--- src/rtl/fp32_pkg.sv ---
// Shared constants, FSM state encoding and field bundle for the sequential FP32 subtractor.
package fp32_pkg;

  localparam int unsigned WIDTH         = 32;
  localparam int unsigned EXPONENTWIDTH = 8;
  localparam int unsigned MANTISSAWIDTH = 23;

  // Mantissa register: carry, hidden bit, stored mantissa, guard bit.
  localparam int unsigned MREG_W    = MANTISSAWIDTH + 3;
  localparam int unsigned ALIGN_CAP = 26;
  localparam int unsigned CNT_W     = 5;

  localparam logic [WIDTH-1:0]         FP32_QNAN = 32'h7FC00000;
  localparam logic [EXPONENTWIDTH-1:0] EXP_MAX   = '1;

  typedef enum logic [2:0] {
    IDLE,
    ALIGN,
    SUB,
    NORM,
    DONE
  } state_t;

  typedef struct packed {
    logic                     sign;
    logic [EXPONENTWIDTH-1:0] expo;
    logic [MANTISSAWIDTH-1:0] mant;
    logic                     is_zero;
    logic                     is_inf;
    logic                     is_nan;
  } fp32_fields_t;

endpackage

--- src/rtl/f32_unpack.sv ---
// Splits an FP32 word into fields and classifies it; denormals read as zero.
module f32_unpack
  import fp32_pkg::*;
(
  input  logic [WIDTH-1:0] word,
  output fp32_fields_t     fields
);

  logic exp_zero;
  logic exp_ones;
  logic mant_zero;

  // Field split and zero/inf/nan classification.
  always_comb begin
    exp_zero       = (word[WIDTH-2 -: EXPONENTWIDTH] == '0);
    exp_ones       = (word[WIDTH-2 -: EXPONENTWIDTH] == EXP_MAX);
    mant_zero      = (word[MANTISSAWIDTH-1:0] == '0);
    fields         = '0;
    fields.sign    = word[WIDTH-1];
    fields.expo    = word[WIDTH-2 -: EXPONENTWIDTH];
    fields.mant    = word[MANTISSAWIDTH-1:0];
    fields.is_zero = exp_zero;
    fields.is_inf  = exp_ones && mant_zero;
    fields.is_nan  = exp_ones && !mant_zero;
  end

endmodule

--- src/rtl/sub_f32_seq.sv ---
// Multi-cycle FP32 subtractor: diff = a - b, bit-serial align/normalize, truncating rounding.
module sub_f32_seq
  import fp32_pkg::*;
(
  input  logic             clk,
  input  logic             rst,
  input  logic             in_valid,
  output logic             in_ready,
  input  logic [WIDTH-1:0] a,
  input  logic [WIDTH-1:0] b,
  output logic             out_valid,
  input  logic             out_ready,
  output logic [WIDTH-1:0] diff
);

  fp32_fields_t fa;
  fp32_fields_t fb;

  f32_unpack u_unpack_a (.word(a), .fields(fa));
  f32_unpack u_unpack_b (.word(b), .fields(fb));

  state_t                   state;
  logic [CNT_W-1:0]         cnt;
  logic [MREG_W-1:0]        m_l;
  logic [MREG_W-1:0]        m_s;
  logic [EXPONENTWIDTH-1:0] exp_q;
  logic                     sign_q;
  logic                     eff_sub;
  logic [WIDTH-1:0]         diff_q;

  logic                     sb_eff;
  logic                     a_larger;
  logic                     sign_l;
  logic [EXPONENTWIDTH-1:0] exp_l;
  logic [EXPONENTWIDTH-1:0] exp_s;
  logic [MANTISSAWIDTH-1:0] mant_l;
  logic [MANTISSAWIDTH-1:0] mant_s;
  logic [EXPONENTWIDTH-1:0] exp_gap;
  logic [CNT_W-1:0]         align_cnt;
  logic                     special_hit;
  logic [WIDTH-1:0]         special_word;
  logic [MREG_W-1:0]        sum_c;

  assign in_ready  = (state == IDLE) && !rst;
  assign out_valid = (state == DONE);
  assign diff      = diff_q;

  // Operand ordering by magnitude and alignment distance, evaluated at accept.
  always_comb begin
    sb_eff    = ~fb.sign;
    a_larger  = ({fa.expo, fa.mant} >= {fb.expo, fb.mant});
    sign_l    = a_larger ? fa.sign : sb_eff;
    exp_l     = a_larger ? fa.expo : fb.expo;
    exp_s     = a_larger ? fb.expo : fa.expo;
    mant_l    = a_larger ? fa.mant : fb.mant;
    mant_s    = a_larger ? fb.mant : fa.mant;
    exp_gap   = exp_l - exp_s;
    align_cnt = (exp_gap > EXPONENTWIDTH'(ALIGN_CAP)) ? CNT_W'(ALIGN_CAP) : CNT_W'(exp_gap);
  end

  // Special-operand results, in priority order; these bypass the datapath.
  always_comb begin
    special_hit  = 1'b1;
    special_word = '0;
    if (fa.is_nan || fb.is_nan) begin
      special_word = FP32_QNAN;
    end else if (fa.is_inf && fb.is_inf && (fa.sign == fb.sign)) begin
      special_word = FP32_QNAN;
    end else if (fa.is_inf) begin
      special_word = a;
    end else if (fb.is_inf) begin
      special_word = {~b[WIDTH-1], b[WIDTH-2:0]};
    end else if (fa.is_zero && fb.is_zero) begin
      special_word = '0;
    end else if (fa.is_zero) begin
      special_word = {~b[WIDTH-1], b[WIDTH-2:0]};
    end else if (fb.is_zero) begin
      special_word = a;
    end else begin
      special_hit = 1'b0;
    end
  end

  // Magnitude add or subtract of the aligned significands; L >= S so no borrow out.
  always_comb begin
    sum_c = eff_sub ? (m_l - m_s) : (m_l + m_s);
  end

  // Control FSM with the mantissa/exponent datapath registers.
  always_ff @(posedge clk or posedge rst) begin
    if (rst) begin
      state   <= IDLE;
      cnt     <= '0;
      m_l     <= '0;
      m_s     <= '0;
      exp_q   <= '0;
      sign_q  <= 1'b0;
      eff_sub <= 1'b0;
      diff_q  <= '0;
    end else begin
      case (state)
        IDLE: begin
          if (in_valid) begin
            if (special_hit) begin
              diff_q <= special_word;
              state  <= DONE;
            end else begin
              m_l     <= {1'b0, 1'b1, mant_l, 1'b0};
              m_s     <= {1'b0, 1'b1, mant_s, 1'b0};
              exp_q   <= exp_l;
              sign_q  <= sign_l;
              eff_sub <= (fa.sign != sb_eff);
              cnt     <= align_cnt;
              // A zero distance skips ALIGN; otherwise the last shift enters SUB.
              state   <= (align_cnt == '0) ? SUB : ALIGN;
            end
          end
        end
        ALIGN: begin
          m_s <= m_s >> 1;
          cnt <= cnt - CNT_W'(1);
          if (cnt == CNT_W'(1)) begin
            state <= SUB;
          end
        end
        SUB: begin
          if (sum_c[MREG_W-1]) begin
            if (exp_q == EXP_MAX - EXPONENTWIDTH'(1)) begin
              diff_q <= {sign_q, EXP_MAX, MANTISSAWIDTH'(0)};
              state  <= DONE;
            end else begin
              m_l   <= sum_c >> 1;
              exp_q <= exp_q + EXPONENTWIDTH'(1);
              state <= NORM;
            end
          end else begin
            m_l   <= sum_c;
            state <= NORM;
          end
        end
        NORM: begin
          if (m_l == '0) begin
            diff_q <= '0;
            state  <= DONE;
          end else if (m_l[MREG_W-2]) begin
            diff_q <= {sign_q, exp_q, m_l[MANTISSAWIDTH:1]};
            state  <= DONE;
          end else if (exp_q == EXPONENTWIDTH'(1)) begin
            diff_q <= '0;
            state  <= DONE;
          end else begin
            m_l   <= m_l << 1;
            exp_q <= exp_q - EXPONENTWIDTH'(1);
          end
        end
        DONE: begin
          if (out_ready) begin
            state <= IDLE;
          end
        end
        default: state <= IDLE;
      endcase
    end
  end

endmodule
--- config.mk ---
export PLATFORM = sky130hd
export DESIGN_NAME = sub_f32_seq
export DESIGN_NICKNAME = d
export VERILOG_FILES = /design/src/rtl/fp32_pkg.sv /design/src/rtl/f32_unpack.sv /design/src/rtl/sub_f32_seq.sv
export SDC_FILE = /design/constraint.sdc
export NUM_CORES = 1
export LEC_CHECK = 0
export CAP_MARGIN = 20
export CELL_PAD_IN_SITES_DETAIL_PLACEMENT = 0
export CELL_PAD_IN_SITES_GLOBAL_PLACEMENT = 2
export CORE_MARGIN = 5
export CORE_UTILIZATION = 35
export CTS_BUF_LIST = sky130_fd_sc_hd__clkbuf_8
export DETAILED_ROUTE_END_ITERATION = 12
export HOLD_SLACK_MARGIN = 0.03
export PLACE_DENSITY = 0.88
export SLEW_MARGIN = 10
export SYNTH_ARGS = -nofsm -noshare
export SYNTH_HDL_FRONTEND = slang
export SYNTH_SLANG_ARGS = --single-unit
--- constraint.sdc ---
create_clock -name clk -period 7.1 [get_ports clk]
set_input_delay 1.42 -clock clk [delete_from_list [all_inputs] [get_ports clk]]
set_output_delay 1.42 -clock clk [all_outputs]
set_load 0.01 [all_outputs]
==> flow_metrics.env <==
export IMPL_synth_common_cells="nand2_1, a21oi_1, nor2_1, o21ai_0, dfrtp_1"
export IMPL_synth_edff_count=0
export IMPL_path_max_fanout=33
export IMPL_report_final_slew_viol_count=0
export IMPL_die_h_microns=174
export IMPL_die_w_microns=174
export IMPL_ys_types=76
export IMPL_r2r_slack_ns=0.95
export IMPL_grt_max_degree=74
export IMPL_syn_area_sq_um=9440
export IMPL_holdPathEnd="sign_q"
export IMPL_min_from="sign_q"
export IMPL_grt_overflow=0
export IMPL_drtPass1Iterations=5
export IMPL_ys_seq_area_share_pct=26.5
export IMPL_hold_path_class="reg -> reg"
export IMPL_rsz0062_at_grt="no"
export IMPL_grt_pass1_wl_mm=54.0
export IMPL_path_clk_slew_ns=0.12
export IMPL_synth_top_cells_by_area="dfrtp_1, ha_1, a21oi_1, o21ai_0, nand2_1"
export IMPL_drtIter0Drc=704
export IMPL_synthXorXnorAreaFrac_pct=4.45
export IMPL_postSynthAreaPerCell_sq_um=7.83
export IMPL_ctsResizeCount=0
export IMPL_vdd_ir_drop_max_uv=187
export IMPL_io_buffers=101
export IMPL_postCtsSetupBuffers=0
export IMPL_powerDensity_nw_per_um2=472
export IMPL_ant_nets=0
export IMPL_synth_cells=1205
export IMPL_num_vias=9285
export IMPL_die_area_sq_um=30300
export IMPL_htree_levels=3
export IMPL_cts_hold_buf=0
export IMPL_report_final_hold_viol_count=0
export IMPL_maxSlewHeadroom_pct=35.2
export IMPL_synth_mux_area_share_pct=8.76
export IMPL_p_leak_nw=4.56
export IMPL_syn2layout_area_growth_pct=16.0
export IMPL_ys_ff_latch=100
export IMPL_status="finished clean"
export IMPL_setup_tns_ns=0
export IMPL_synth_top_family_by_area="compound AO/OA/AOI/OAI gates"
export IMPL_synthAdderAreaFrac_pct=8.70
export IMPL_ys_warn_count=0
export IMPL_crit_type="reg -> reg"
export IMPL_layout_setup_ws_ns=0.952
export IMPL_dpl_worst_slack_ns=0.740
export IMPL_antenna_found_initial=0
export IMPL_synth_most_common_cell="nand2_1"
export IMPL_reg2reg_depth=21
export IMPL_synth_async_reset_ratio_pct=100
export IMPL_core_area_sq_um=26700
export IMPL_start_util_pct=35.3
export IMPL_min_period_ns=6.15
export IMPL_grtUsageTotal_pct=22.5
export IMPL_r2r_end="diff[18]"
export IMPL_routabilityCongestion=0.870
export IMPL_worst_pin_slew_ns=0.969
export IMPL_finalCritPeriodShare_pct=86.6
export IMPL_synth_top_area_cell="dfrtp_1"
export IMPL_synth_top_area_share_pct=26.5
export IMPL_crit_required_ns=7.37
export IMPL_fmax_mhz=163
export IMPL_insertion_delay_ns=0.41
export IMPL_antennaDiodeCount=0
export IMPL_drc_errors=0
export IMPL_first_global_vias=9193
export IMPL_dp_hpwl_mm=26.4
export IMPL_synth_simple_area_share_pct=18.9
export IMPL_cp_arrival_ns=6.42
export IMPL_ios=102
export IMPL_drv_cap=0
export IMPL_start_kind="register"
export IMPL_synth_compound_area_share_pct=26.9
export IMPL_cts_root_buf="clkbuf_8"
export IMPL_drive_gt1_share_pct=7.26
export IMPL_hold_depth=2
export IMPL_syn_nets=1338
export IMPL_r2r_start="m_s[5]"
export IMPL_finalSetupViolations=0
export IMPL_cts_tree="yes"
export IMPL_crit_path_end_kind="register"
export IMPL_wl_per_cell_microns=21.8
export IMPL_clock_sinks=100
export IMPL_wl_mm=35.1
export IMPL_num_nets_final=1395
export IMPL_clock_skew_ns=0.0293
export IMPL_viasPerCell=5.77
export IMPL_cts_buffers=9
export IMPL_rows=60
export IMPL_clockBufferDepth=2
export IMPL_synthFlopType="dfrtp_1"
[placed cells by master (no fill, tap or decap), drive strengths merged, types with 11 or more instances in the layout]
cell,count
ha,64
xnor2,36
a31oi,17
inv,66
a21oi,126
a221oi,15
a21o,18
o22ai,16
mux2i,29
nand4,18
nor2,120
mux2,38
buf,16
dfrtp,100
nand3,20
o21ai,102
xor2,12
clkdlybuf4s50,101
nand2,133
nor3,20
nor4,27
o21a,11
a22oi,33
[flip-flops by register name, summed over array words and instances, names as in the netlist]
| register | cells |
|---|---|
| exp_q | 8 |
| sign_q | 1 |
| eff_sub | 1 |
| state | 3 |
| cnt | 5 |
| diff | 32 |
| m_s | 25 |
| m_l | 25 |
[power breakdown]
part           switching (mW)  leakage [nW]  total (mW)  internal [mW]
clock network           0.247         0.110       0.427          0.180
logic                    2.02          3.22        3.56           1.54
registers               0.379          1.23        1.19          0.808
[per-layer routing]
layer	up-vias	GRT usage (%)	part of all wire, %
met5	-	0	0
met4	0	8.15	3.6
met3	52	2.91	3.7
met2	233	40.1	50
met1	4492	27.6	42
li1	4508	-	-
[layout make-up]
type	count	area (sq um)
clock buffer	10	138
clock inverter	6	76.3
fill	2802	15800
inverter	63	239
multi-input combinational	971	6420
sequential	100	2500
tap	341	427
timing repair buffer	117	1140
[kinds of logic (layout without fill, tap and decap cells)]
group,count (synthesis),after routing
multiplexers,67,67
AND/OR/NAND/NOR,386,386
AO/OA/AOI/OAI,405,405
flip-flops,100,100
buffers and inverters,134,196
adder cells (fa/ha/maj),65,65
XOR/XNOR,48,48
[worst max path at each step]
stage,end,slack [ns],from,depth (start not counted)
floorplan,state[1],1.16,b[29],23
global placement,state[1],0.84,b[27],16
detailed placement,state[0],0.74,b[27],16
CTS,diff[18],1.00,m_s[5],21
global route,diff[18],0.56,m_s[5],21
finish,diff[18],0.95,m_s[5],21
[critical path: stages (launching register included)]
cell and delay [ns]:
dfrtp_1 0.49, nor4_4 0.41, nand4_2 0.20, or4_4 0.55
nor4_1 0.23, and2_1 0.23, a21oi_1 0.10, xnor2_1 0.15
ha_1 0.32, and3_1 0.22, a221oi_1 0.35, nor2b_1 0.12
o21a_1 0.19, nor3_1 0.21, o21ai_0 0.27, a211o_4 0.53
a31oi_4 0.23, nand2_1 0.15, and2_1 0.21, nor2b_4 0.12
buf_4 0.28, mux2_4 0.38
[per-stage QoR]
stage,power (mW),util [%],std cells,area (sq um),hold WS [ns]
after floorplan,3.78,-,1205,9440,0.444
after global placement,4.72,40.1,1591,10700,0.457
after detailed placement,4.73,40.1,1591,10700,0.466
after CTS,5.18,40.9,1607,10900,0.489
after global routing,5.66,41.0,1608,10900,0.543
final,5.17,41.0,1608,10900,0.500
Power figures use the tool's default switching activity.
